`src/rtl/base64_pixel_unpacker.sv`:
```
// rtl/base64_pixel_unpacker.sv - base64 character stream to PIXEL_W-bit pixel stream with output FIFO
// Tracks frame boundaries on both the push and pop sides of the FIFO.
module base64_pixel_unpacker #(
  parameter int PIXEL_W      = 3,
  parameter int FIFO_DEPTH   = 8,
  parameter int FRAME_PIXELS = 76800
) (
  input  logic                               clk,
  input  logic                               rst_n,
  input  logic [7:0]                         rx_data,
  input  logic                               rx_data_valid,
  output logic                               rx_data_ready,
  output logic [PIXEL_W-1:0]                 pixel_data,
  output logic                               pixel_valid,
  input  logic                               pixel_ready,
  output logic                               frame_done,
  output logic                               decode_error,
  input  logic                               err_clear,
  output logic [$clog2(FIFO_DEPTH+1)-1:0]    fifo_level
);

  localparam int AW = PIXEL_W + 5;
  localparam int CW = $clog2(AW + 1);
  localparam int PW = $clog2(FIFO_DEPTH);
  localparam int LW = $clog2(FIFO_DEPTH + 1);
  localparam int FW = $clog2(FRAME_PIXELS + 1);
  localparam logic [FW-1:0] LAST_PIX = FW'(FRAME_PIXELS - 1);
  localparam logic [CW-1:0] PW_CNT   = CW'(PIXEL_W);

  localparam logic [0:0] S_FILL = 1'b0;
  localparam logic [0:0] S_EMIT = 1'b1;

  logic [0:0]          state;
  logic [AW-1:0]       acc;
  logic [CW-1:0]       acc_cnt;
  logic [FW-1:0]       push_cnt;
  logic [FW-1:0]       pop_cnt;

  logic [PIXEL_W-1:0]  mem [FIFO_DEPTH];
  logic [PW-1:0]       wr_ptr;
  logic [PW-1:0]       rd_ptr;
  logic [LW-1:0]       level;

  logic                is_sextet;
  logic                is_pad;
  logic                is_invalid;
  logic [5:0]          sextet;
  logic                accept;
  logic                full;
  logic                push;
  logic                pop;
  logic [CW-1:0]       cnt_add;
  logic [CW-1:0]       cnt_sub;
  logic [PIXEL_W-1:0]  push_pixel;

  // Character classification; whitespace falls through with no flag set.
  always_comb begin
    is_sextet  = 1'b0;
    is_pad     = 1'b0;
    is_invalid = 1'b0;
    sextet     = '0;
    if (rx_data >= 8'h41 && rx_data <= 8'h5A) begin
      is_sextet = 1'b1;
      sextet    = 6'(rx_data - 8'd65);
    end else if (rx_data >= 8'h61 && rx_data <= 8'h7A) begin
      is_sextet = 1'b1;
      sextet    = 6'(rx_data - 8'd71);
    end else if (rx_data >= 8'h30 && rx_data <= 8'h39) begin
      is_sextet = 1'b1;
      sextet    = 6'(rx_data + 8'd4);
    end else if (rx_data == 8'h2B) begin
      is_sextet = 1'b1;
      sextet    = 6'd62;
    end else if (rx_data == 8'h2F) begin
      is_sextet = 1'b1;
      sextet    = 6'd63;
    end else if (rx_data == 8'h3D) begin
      is_pad = 1'b1;
    end else if (rx_data != 8'h0A && rx_data != 8'h0D && rx_data != 8'h20) begin
      is_invalid = 1'b1;
    end
  end

  assign rx_data_ready = rst_n && (state == S_FILL);
  assign accept        = rx_data_valid && rx_data_ready;
  assign full          = (level == LW'(FIFO_DEPTH));
  assign push          = (state == S_EMIT) && !full;
  assign pixel_valid   = (level != '0);
  assign pop           = pixel_valid && pixel_ready;
  assign cnt_add       = acc_cnt + CW'(6);
  assign cnt_sub       = acc_cnt - PW_CNT;
  // Valid bits sit right-aligned; shifting off the excess leaves the oldest PIXEL_W bits at the bottom.
  assign push_pixel    = PIXEL_W'(acc >> cnt_sub);
  assign pixel_data    = pixel_valid ? mem[rd_ptr] : '0;
  assign fifo_level    = level;

  always_ff @(posedge clk) begin
    if (!rst_n) begin
      state    <= S_FILL;
      acc      <= '0;
      acc_cnt  <= '0;
      push_cnt <= '0;
    end else begin
      case (state)
        S_FILL: begin
          if (accept && is_sextet) begin
            acc     <= (acc << 6) | AW'(sextet);
            acc_cnt <= cnt_add;
            if (cnt_add >= PW_CNT) state <= S_EMIT;
          end else if (accept && is_pad) begin
            acc_cnt <= '0;
          end
        end
        default: begin
          if (push) begin
            if (push_cnt == LAST_PIX) begin
              push_cnt <= '0;
              acc_cnt  <= '0;
              state    <= S_FILL;
            end else begin
              push_cnt <= push_cnt + FW'(1);
              acc_cnt  <= cnt_sub;
              if (cnt_sub < PW_CNT) state <= S_FILL;
            end
          end
        end
      endcase
    end
  end

  always_ff @(posedge clk) begin
    if (!rst_n) begin
      decode_error <= 1'b0;
    end else if (accept && is_invalid) begin
      decode_error <= 1'b1;
    end else if (err_clear) begin
      decode_error <= 1'b0;
    end
  end

  always_ff @(posedge clk) begin
    if (push) mem[wr_ptr] <= push_pixel;
  end

  always_ff @(posedge clk) begin
    if (!rst_n) begin
      wr_ptr <= '0;
      rd_ptr <= '0;
      level  <= '0;
    end else begin
      if (push) wr_ptr <= wr_ptr + PW'(1);
      if (pop)  rd_ptr <= rd_ptr + PW'(1);
      if (push && !pop)      level <= level + LW'(1);
      else if (pop && !push) level <= level - LW'(1);
    end
  end

  always_ff @(posedge clk) begin
    if (!rst_n) begin
      pop_cnt    <= '0;
      frame_done <= 1'b0;
    end else begin
      frame_done <= pop && (pop_cnt == LAST_PIX);
      if (pop) pop_cnt <= (pop_cnt == LAST_PIX) ? '0 : pop_cnt + FW'(1);
    end
  end

endmodule

```
`config.mk`:
```
export PLATFORM = sky130hd
export DESIGN_NAME = base64_pixel_unpacker
export DESIGN_NICKNAME = d
export VERILOG_FILES = /design/src/rtl/base64_pixel_unpacker.sv
export SDC_FILE = /design/constraint.sdc
export NUM_CORES = 1
export LEC_CHECK = 0
export CORE_UTILIZATION = 49
export DETAILED_ROUTE_END_ITERATION = 16
export GPL_ROUTABILITY_DRIVEN = 0
export PLACE_DENSITY = 0.75
export SLEW_MARGIN = 20
export SYNTH_ARGS = -nofsm -noshare
export SYNTH_HDL_FRONTEND = slang
export SYNTH_SLANG_ARGS = --single-unit
export TNS_END_PERCENT = 20
```
`constraint.sdc`:
```
create_clock -name clk -period 2.7 [get_ports clk]
set_input_delay 0.81 -clock clk [delete_from_list [all_inputs] [get_ports clk]]
set_output_delay 0.81 -clock clk [all_outputs]
set_load 0.01 [all_outputs]
```
==> qor.csv, run 1 <==
metric,value,unit
"EDFF count, synth",24,
first-pass GRT wire length,15500,um
violated checks,DRC,
I/O Pins,24,
top post-synthesis cells by area,"dfxtp_1, edfxtp_1, ha_1",
clk_lat worst skew,0.36,ns
Synth top area share,27.5,%
status,"complete, but fails checks",
TritonCTS Buffers,9,
r2r setup slk,0.15,ns
Fin. Hold Viols,0,
VDD IR-drop max,0.288,mV
Worst-Margin Slew,0.736,ns
Syn-to-layout area delta,22.4,%
Synthesized Nets,501,
diode count,0,
Vias,3557,
number of synthesis warnings,0,
final max-slew violation count,0,
root buffer cell,clkbuf_8,
Leakage,2.08,nW
vias in the first global route,3436,
Syn Inst Count,464,
share of layout cells above drive strength 1,18.9,%
Post-synth ARST share,0,%
slowest CP cell,mux4_2,
"slowest stage delay, CP",0.50,ns
DP Worst Slack,-0.426,ns
P per Cell Area,595,mW/mm^2
DP HPWL,6820,um
DRC viols,1,
Post-synth top flop,dfxtp_1,
Max-Slew Margin vs Limit,50.8,%
Final Setup Violations,0,
"CP delay by family, top",multiplexers,
Yosys top cell by area,dfxtp_1,
Synth Cell Area,0.00451,sq mm
vias per cell,5.50,
critical path arrival,1.83,ns
Starting Density,51.2,%
crit path kind,flop to output pin,
Buffers on Ports,23,
initial antenna violation count,0,
Worst Path Max Fanout,6,
dpl cells,626,
Die H,97.9,um
worst hold path type,flop to flop,
Reg2Reg Depth,11,
# H-tree levels,3,
startpoint types,flop,
detailed-router iteration count before antenna repair,11,
Worst Path Buf+Inv,2,
RSZ-0062 raised after global routing,true,
grt total ovfl,0,
hold_buf cts,0,
final worst-path cycle share,97.7,%
most frequent cell after synthesis,dfxtp_1,
core area,0.00881,sq mm
Clock Sink Count,86,
f_max,0.379,GHz
reg2reg start,fifo_level[3],
Detailed Route Iter0 Violations,196,
FF-to-FF End,fifo_level[3],
"FF+latch count, synth",86,
Fillers,701,
Rows,34,
TritonCTS clock tree,done,
Post-Route WL,9410,um
WP data required,1.89,ns
sequential area share after synthesis,43.5,%
commonest cells in the netlist,"dfxtp_1, nor2_1, nand2_1",
worst setup path end,pixel_data[1],
largest net degree at the start of global routing,20,
die width,97.9,um
syn_area_per_cell,9.72,sq um
critical path endpoint category,output pin,
number of nets in the layout,571,
Final Non-Filler Cells,647,
Setup WS post-layout,0.0619,ns
Final min period,2.64,ns
"Critical Path, Cell by Cell",buf_12 -> mux4_2 -> mux2i_1 -> nor2_1 -> dlygate4sd2_1,
max-cap viol count,0,
Tot GR Track Use,20.2,%
post-route ant nets,0,
drt wl/cell,14.5,um
die area,0.00959,sq mm
worst-case clock buffer depth,2,
Stages on worst setup path,5,
Post-Route Skew,0.0101,ns
Worst-path clk slew,0.09,ns
Netlist cell types,61,
-- power by group --
group	internal, mW	switching, mW
registers	1.39	0.0614
logic	0.488	0.439
clock network	0.432	0.476
total	2.31	0.977
-- logic make-up after synthesis --
logic type               synth area share (%)
AND/OR/NAND/NOR                          18.5
flip-flops                               43.5
AO/OA/AOI/OAI                            12.7
XOR/XNOR                                 7.77
buffers and inverters                    3.66
adder cells (fa/ha/maj)                  6.83
multiplexers                             6.99
-- cell usage in the layout (no fill, tap or decap), drive strengths merged, types with 3 or more instances in the layout --
cell type,count
o21ai,19
and3,5
nor2,58
buf,51
a31oi,6
a211oi,3
nor3,9
mux4,9
nand2,34
dlygate4sd2,4
dfxtp,62
a21oi,31
clkinv,4
and2,8
xor2,20
dlymetal6s2s,4
or3,6
inv,23
clkdlybuf4s50,15
mux2i,9
edfxtp,24
nand3,21
nand4,5
ha,23
nor4,5
nor2b,5
nand3b,3
nand2b,3
xnor2,20
and4,3
clkbuf,11
-- per-stage QoR --
| step | cell area [sq um] | hold WS, ns | TNS, ns | total power, mW | util [%] |
|---|---|---|---|---|---|
| after floorplan | 4510 | 0.453 | 0 | 1.99 | - |
| after global placement | 5170 | 0.462 | -4.07 | 2.34 | 58.8 |
| after detailed placement | 5190 | 0.478 | -5.24 | 2.38 | 58.9 |
| after CTS | 5380 | 0.488 | 0 | 3.26 | 61.1 |
| after global routing | 5520 | 0.513 | 0 | 3.45 | 62.7 |
| final | 5520 | 0.489 | 0 | 3.28 | 62.7 |
-- state kept, by name (all words and copies together) (netlist names), named ones only --
register	flops
acc_cnt	4
push_cnt	17
decode_error	1
pop_cnt	17
fifo_level	4
state	1
mem	24
wr_ptr	3
frame_done	1
rd_ptr	3
acc	8
-- per-layer routing --
metal / vias to the layer above / part of all wire [%] / track usage [%] / wire (um)
met4: 0 / 2.5 / 9.21 / 238
li1: 1791 / - / - / -
met1: 1676 / 44 / 24.3 / 4120
met2: 72 / 51 / 35.0 / 4750
met3: 18 / 3.2 / 3.94 / 297
met5: - / 0 / 0 / 0
-- layout make-up --
type	count	area (sq um)	share of cell area, %
tap	108	135	2.45
inverter	21	78.8	1.43
clock buffer	9	124	2.24
clock inverter	7	72.6	1.31
timing repair buffer	76	701	12.7
sequential	86	1970	35.6
multi-input combinational	340	2440	44.3
-- worst register-to-register path, cell delays in order, from the launching register on --
cell and delay (ns):
dfxtp_2 0.39, or4b_4 0.50, nand2_1 0.13, inv_2 0.06, ha_1 0.21, inv_1 0.08, ha_1 0.22, a21o_1 0.19
a21oi_2 0.16, xnor2_1 0.09, or3_1 0.31, a21oi_1 0.14
-- how the worst min path moves through the flow --
stage	from	end	slack, ns	cells past startpoint
2_1_floorplan	push_cnt[7]	push_cnt[7]	0.45	2
3_3_place_gp	pop_cnt[1]	pop_cnt[1]	0.46	2
3_5_place_dp	pop_cnt[1]	pop_cnt[1]	0.48	2
4_1_cts	pop_cnt[1]	pop_cnt[1]	0.49	2
5_1_grt	pop_cnt[1]	pop_cnt[1]	0.51	2
6_report	pop_cnt[1]	pop_cnt[1]	0.49	2
-- repair_timing --
| item | 4_1_cts | 5_1_grt |
|---|---|---|
| gates resized for setup | 8 | 17 |
| pin swaps | 2 | 8 |
| gates cloned | 0 | 2 |
| endpoints found under the setup margin | 6 | 13 |
| setup buffers | 0 | 3 |
No activity file was read; power rests on OpenSTA's default activity.
==> inputs of run 2 (changes only) <==
Settings changed: PLACE_DENSITY 0.75 to 0.7.
==> qor.csv, run 2 (synthesized netlist as in run 1, its figures left out) <==
metric,value,unit,change
Worst Path Max Fanout,2,,was 6
initial antenna violation count,0,,unchanged
first-pass GRT wire length,15400,um,was 15500 um
Vias,3533,,was 3557
top flop regs,"mem: 24 flops, pop_cnt: 17 flops, push_cnt: 17 flops",,unchanged
"Critical Path, Cell by Cell",clkdlybuf4s50_1 -> inv_1 -> nor2_4 -> dlygate4sd2_1,,was buf_12 -> mux4_2 -> mux2i_1 -> nor2_1 -> dlygate4sd2_1
critical path endpoint category,output pin,,unchanged
placed cell areas,0.00522,sq mm,was 0.00519 sq mm
final hold slack,0.490,ns,was 0.489 ns
Post-Route WL,9330,um,was 9410 um
I/O Pins,24,,unchanged
"slowest stage delay, CP",0.51,ns,was 0.50 ns
DP Worst Slack,-0.377,ns,was -0.426 ns
core area,0.00881,sq mm,unchanged
grt total ovfl,0,,unchanged
max-cap viol count,0,,unchanged
root buffer cell,clkbuf_8,,unchanged
Syn-to-layout area delta,22.9,%,was 22.4%
f_max,0.383,GHz,was 0.379 GHz
Die H,97.9,um,unchanged
Worst-path clk slew,0.09,ns,about the same
Tot GR Track Use,19.9,%,was 20.2%
Worst-Margin Slew,0.761,ns,was 0.736 ns
most frequent cells in the layout,"dfxtp_1, nor2_1, buf_4",,unchanged
Fin. Hold Viols,0,,unchanged
WP data required,1.89,ns,about the same
violated checks,DRC,,unchanged
die width,97.9,um,unchanged
Final Setup Violations,0,,unchanged
startpoint types,primary input,,was flop
TritonCTS clock tree,done,,unchanged
vias in the first global route,3391,,was 3436
die area,0.00959,sq mm,unchanged
Leakage,2.07,nW,was 2.08 nW
P per Cell Area,582,mW/mm^2,was 595 mW/mm^2
worst hold path type,flop to flop,,unchanged
Buffers on Ports,23,,unchanged
Top reg by flops,mem,,unchanged
crit path kind,primary input to output pin,,was flop to output pin
final worst-path cycle share,96.7,%,was 97.7%
DRC viols,1,,unchanged
Final min period,2.61,ns,was 2.64 ns
VDD IR-drop max,0.383,mV,was 0.288 mV
final max-slew violation count,0,,unchanged
Max-Slew Margin vs Limit,49.1,%,was 50.8%
post-route ant nets,0,,unchanged
vias per cell,5.45,,was 5.50
share of layout cells above drive strength 1,19.6,%,was 18.9%
# H-tree levels,3,,unchanged
critical path arrival,1.80,ns,was 1.83 ns
hold_buf cts,0,,unchanged
detailed-router iteration count before antenna repair,11,,unchanged
diode count,0,,unchanged
Worst Path Buf+Inv,3,,was 2
Largest register FFs,24,,unchanged
"CP delay by family, top",buffers and inverters,,was multiplexers
"most common cell after layout, fill and taps aside",dfxtp_1,,unchanged
final instance area,0.00554,sq mm,was 0.00552 sq mm
Setup WS post-layout,0.0880,ns,was 0.0619 ns
TritonCTS Buffers,9,,unchanged
largest net degree at the start of global routing,20,,unchanged
clk_lat worst skew,0.35,ns,was 0.36 ns
Rows,34,,unchanged
worst-case clock buffer depth,2,,unchanged
drt wl/cell,14.4,um,was 14.5 um
Starting Density,51.2,%,unchanged
number of nets in the layout,573,,was 571
Detailed Route Iter0 Violations,137,,was 196
DP HPWL,6930,um,was 6820 um
status,"complete, but fails checks",,unchanged
slowest CP cell,clkdlybuf4s50_1,,was mux4_2
RSZ-0062 raised after global routing,false,,was true
Post-Route Skew,0.0110,ns,was 0.0101 ns
Clock Sink Count,86,,unchanged
[run 2: cell count changes in the layout (fill, tap and decap cells not counted), moves of 2 or more]
cell	change
a21oi_2	-2
a21oi_1	+2
dlygate4sd2_1	-3
buf_4	+2
clkdlybuf4s15_1	+3
[run 2: power breakdown]
part           switching, mW  internal [mW]  leakage [nW]
sequential            0.0589           1.39         0.710
combinational          0.434          0.495          1.26
clock                  0.441          0.410        0.0973
[run 2: worst min-delay path: cells and delay by family, from the launching register on]
kind,cells,cell delay (ns)
simple gates,1,0.05
flops,1,0.32
compound gates,1,0.07
[run 2: worst paths after layout]
kind,startpoint,endpoint,slack [ns],depth (start not counted)
hold / removal,rd_ptr[1],rd_ptr[1],0.49,2
setup reg to reg,fifo_level[3],fifo_level[3],0.10,11
setup / recovery,rst_n,rx_data_ready,0.09,4
hold reg to reg,rd_ptr[1],rd_ptr[1],0.49,2
[run 2: metal layers]
layer,track usage [%],wire (um),vias to the layer above
li1,-,-,1789
met2,34.0,4640,43
met1,25.2,4320,1688
met3,3.44,255,13
met5,0,0,-
met4,7.69,124,0
[run 2: cell type report]
cell class                      count  area, sq um
Multi-Input combinational cell    340         2460
Timing Repair Buffer               78          719
Clock buffer                       12          166
Inverter                           21         78.8
Sequential cell                    86         1970
Tap cell                          108          135
Fill cell                         723         3260
Clock inverter                      3         18.8
[run 2: per-stage QoR]
step | power [mW] | instances | utilization, % | setup TNS [ns]
after floorplan | 1.99 | 464 | - | 0
after global placement | 2.36 | 630 | 59.1 | -3.86
after detailed placement | 2.39 | 630 | 59.2 | -4.91
after CTS | 3.21 | 645 | 61.4 | 0
after global routing | 3.40 | 648 | 62.9 | 0
final | 3.22 | 648 | 62.9 | 0
[run 2: timing repair]
item	4_1_cts	5_1_grt
buffers inserted	0	1
setup endpoints to repair	5	18
gates cloned	0	2
gates resized for setup	8	24
pin swaps	0	3
==> inputs of run 3 (changes only) <==
Settings changed: CORE_UTILIZATION 49 to 35, PLACE_DENSITY 0.7 to not set.
==> qor.csv, run 3 (synthesized netlist as in run 1, its figures left out) <==
metric,value,unit,change
VDD IR-drop max,0.269,mV,was 0.383 mV
TritonCTS clock tree,done,,unchanged
vias in the first global route,3491,,was 3391
Tot Pwr,3.51,mW,was 3.22 mW
Fillers,1182,,was 723
reg2reg start,fifo_level[3],,unchanged
core area,0.0126,sq mm,was 0.00881 sq mm
diode count,0,,unchanged
final max-slew violation count,0,,unchanged
Hold EP,pop_cnt[1],,was rd_ptr[1]
final instance area,0.00577,sq mm,was 0.00554 sq mm
Max-Slew Margin vs Limit,49.9,%,was 49.1%
Post-Route WL,9510,um,was 9330 um
"slowest stage delay, CP",0.54,ns,was 0.51 ns
DP HPWL,7120,um,was 6930 um
Worst-Margin Slew,0.749,ns,was 0.761 ns
initial antenna violation count,0,,unchanged
clk_lat worst skew,0.35,ns,about the same
FF-to-FF End,fifo_level[3],,unchanged
hold path startpoint,pop_cnt[1],,was rd_ptr[1]
detailed-router iteration count before antenna repair,4,,was 11
worst hold path type,flop to flop,,unchanged
"most common cell after layout, fill and taps aside",buf_4,,was dfxtp_1
f_max,0.377,GHz,was 0.383 GHz
final hold slack,0.480,ns,was 0.490 ns
placed cell areas,0.00536,sq mm,was 0.00522 sq mm
Top reg by flops,mem,,unchanged
Final min period,2.65,ns,was 2.61 ns
P per Cell Area,608,mW/mm^2,was 582 mW/mm^2
dpl cells,703,,was 630
Tot GR Track Use,15.3,%,was 19.9%
root buffer cell,clkbuf_16,,was clkbuf_8
vias per cell,4.90,,was 5.45
worst-case clock buffer depth,2,,unchanged
Starting Density,35.9,%,was 51.2%
startpoint types,primary input,,unchanged
share of layout cells above drive strength 1,21.4,%,was 19.6%
max-cap viol count,0,,unchanged
die width,116,um,was 97.9 um
I/O Pins,24,,unchanged
drt wl/cell,13.1,um,was 14.4 um
WP data required,1.89,ns,about the same
Worst-path clk slew,0.06,ns,was 0.09 ns
Fin. Hold Viols,0,,unchanged
most frequent cells in the layout,"buf_4, dfxtp_1, nor2_1",,"was dfxtp_1, nor2_1, buf_4"
Post-Route Skew,0.0109,ns,was 0.0110 ns
Reg2Reg Depth,11,,unchanged
Final Non-Filler Cells,724,,was 648
DRC viols,0,,was 1
Clock Sink Count,86,,unchanged
critical path endpoint category,output pin,,unchanged
# H-tree levels,3,,unchanged
Worst Path Max Fanout,2,,unchanged
"CP delay by family, top",buffers and inverters,,unchanged
Multi-input gate area,0.00246,sq mm,about the same
largest net degree at the start of global routing,20,,unchanged
top flop regs,"mem: 24 flops, pop_cnt: 17 flops, push_cnt: 17 flops",,unchanged
status,"finished, final reports clean",,"was complete, but fails checks"
DP Worst Slack,-0.429,ns,was -0.377 ns
Largest register FFs,24,,unchanged
number of nets in the layout,584,,was 573
Buffers on Ports,23,,unchanged
Leakage,2.16,nW,was 2.07 nW
TritonCTS Buffers,9,,unchanged
Detailed Route Iter0 Violations,204,,was 137
Setup WS post-layout,0.0489,ns,was 0.0880 ns
Rows,41,,was 34
die area,0.0133,sq mm,was 0.00959 sq mm
Die H,116,um,was 97.9 um
crit path kind,primary input to output pin,,unchanged
final worst-path cycle share,98.2,%,was 96.7%
critical path arrival,1.84,ns,was 1.80 ns
r2r setup slk,0.14,ns,was 0.10 ns
grt total ovfl,0,,unchanged
first-pass GRT wire length,15900,um,was 15400 um
slowest CP cell,clkdlybuf4s50_1,,unchanged
Reg area,0.00196,sq mm,was 0.00197 sq mm
Syn-to-layout area delta,28.0,%,was 22.9%
"Critical Path, Cell by Cell",clkdlybuf4s50_1 -> inv_1 -> nor2_2 -> clkdlybuf4s15_1,,was clkdlybuf4s50_1 -> inv_1 -> nor2_4 -> dlygate4sd2_1
Final Setup Violations,0,,unchanged
cell count of the worst hold path,2,,unchanged
RSZ-0062 raised after global routing,true,,was false
Vias,3548,,was 3533
post-route ant nets,0,,unchanged
Worst Path Buf+Inv,3,,unchanged
[run 3: how the worst max path moves through the flow]
stage             startpoint            end  cells past startpoint
4_1_cts           rx_data[3]         acc[6]                     10
3_3_place_gp      rx_data[2]         acc[2]                     11
3_5_place_dp      rx_data[2]         acc[7]                     10
5_1_grt        fifo_level[0]  fifo_level[3]                     13
6_report               rst_n  rx_data_ready                      4
2_1_floorplan  fifo_level[1]  fifo_level[3]                     12
[run 3: power breakdown]
part	switching, mW	total, mW	leakage (nW)	internal [mW]
registers	0.0582	1.44	0.710	1.39
clock network	0.514	1.14	0.134	0.624
logic	0.427	0.928	1.31	0.501
[run 3: metrics by stage]
step | util, % | setup TNS [ns]
floorplan | - | 0
global placement | 42.6 | -4.88
detailed placement | 42.7 | -5.85
CTS | 45.0 | -0.0253
global route | 45.9 | -0.0234
finish | 45.9 | 0
[run 3: final cells by class]
type,count,share of cell area (%)
inverters,21,1.37
clock buffers,9,3.90
well taps,172,3.73
repair buffers,89,13.5
multi-input cells,340,42.6
clock inverters,7,0.824
flip-flops and latches,86,34.0
[run 3: timing repair]
action,4_1_cts,5_1_grt
hold buffers,0,0
resized for setup,10,20
pin swaps,2,4
setup endpoints to repair,16,18
setup buffers,0,4
gates cloned,0,1
[run 3: metal layers]
| metal | GRT usage (%) | share of wire (%) |
|---|---|---|
| met1 | 18.6 | 47 |
| met2 | 26.6 | 49 |
| met3 | 2.30 | 2.5 |
| met4 | 7.27 | 1.8 |
| met5 | 0 | 0 |
[run 3: worst reg2reg max path: cells and delay by family (launching register included)]
| family | cells | cell delay [ns] |
|---|---|---|
| adders and majority gates | 2 | 0.43 |
| buffers and inverters | 2 | 0.14 |
| and+or+nand+nor | 3 | 0.94 |
| AOI/OAI and AO/OA | 3 | 0.48 |
| DFF | 1 | 0.40 |
| xor gates and xnor gates | 1 | 0.09 |
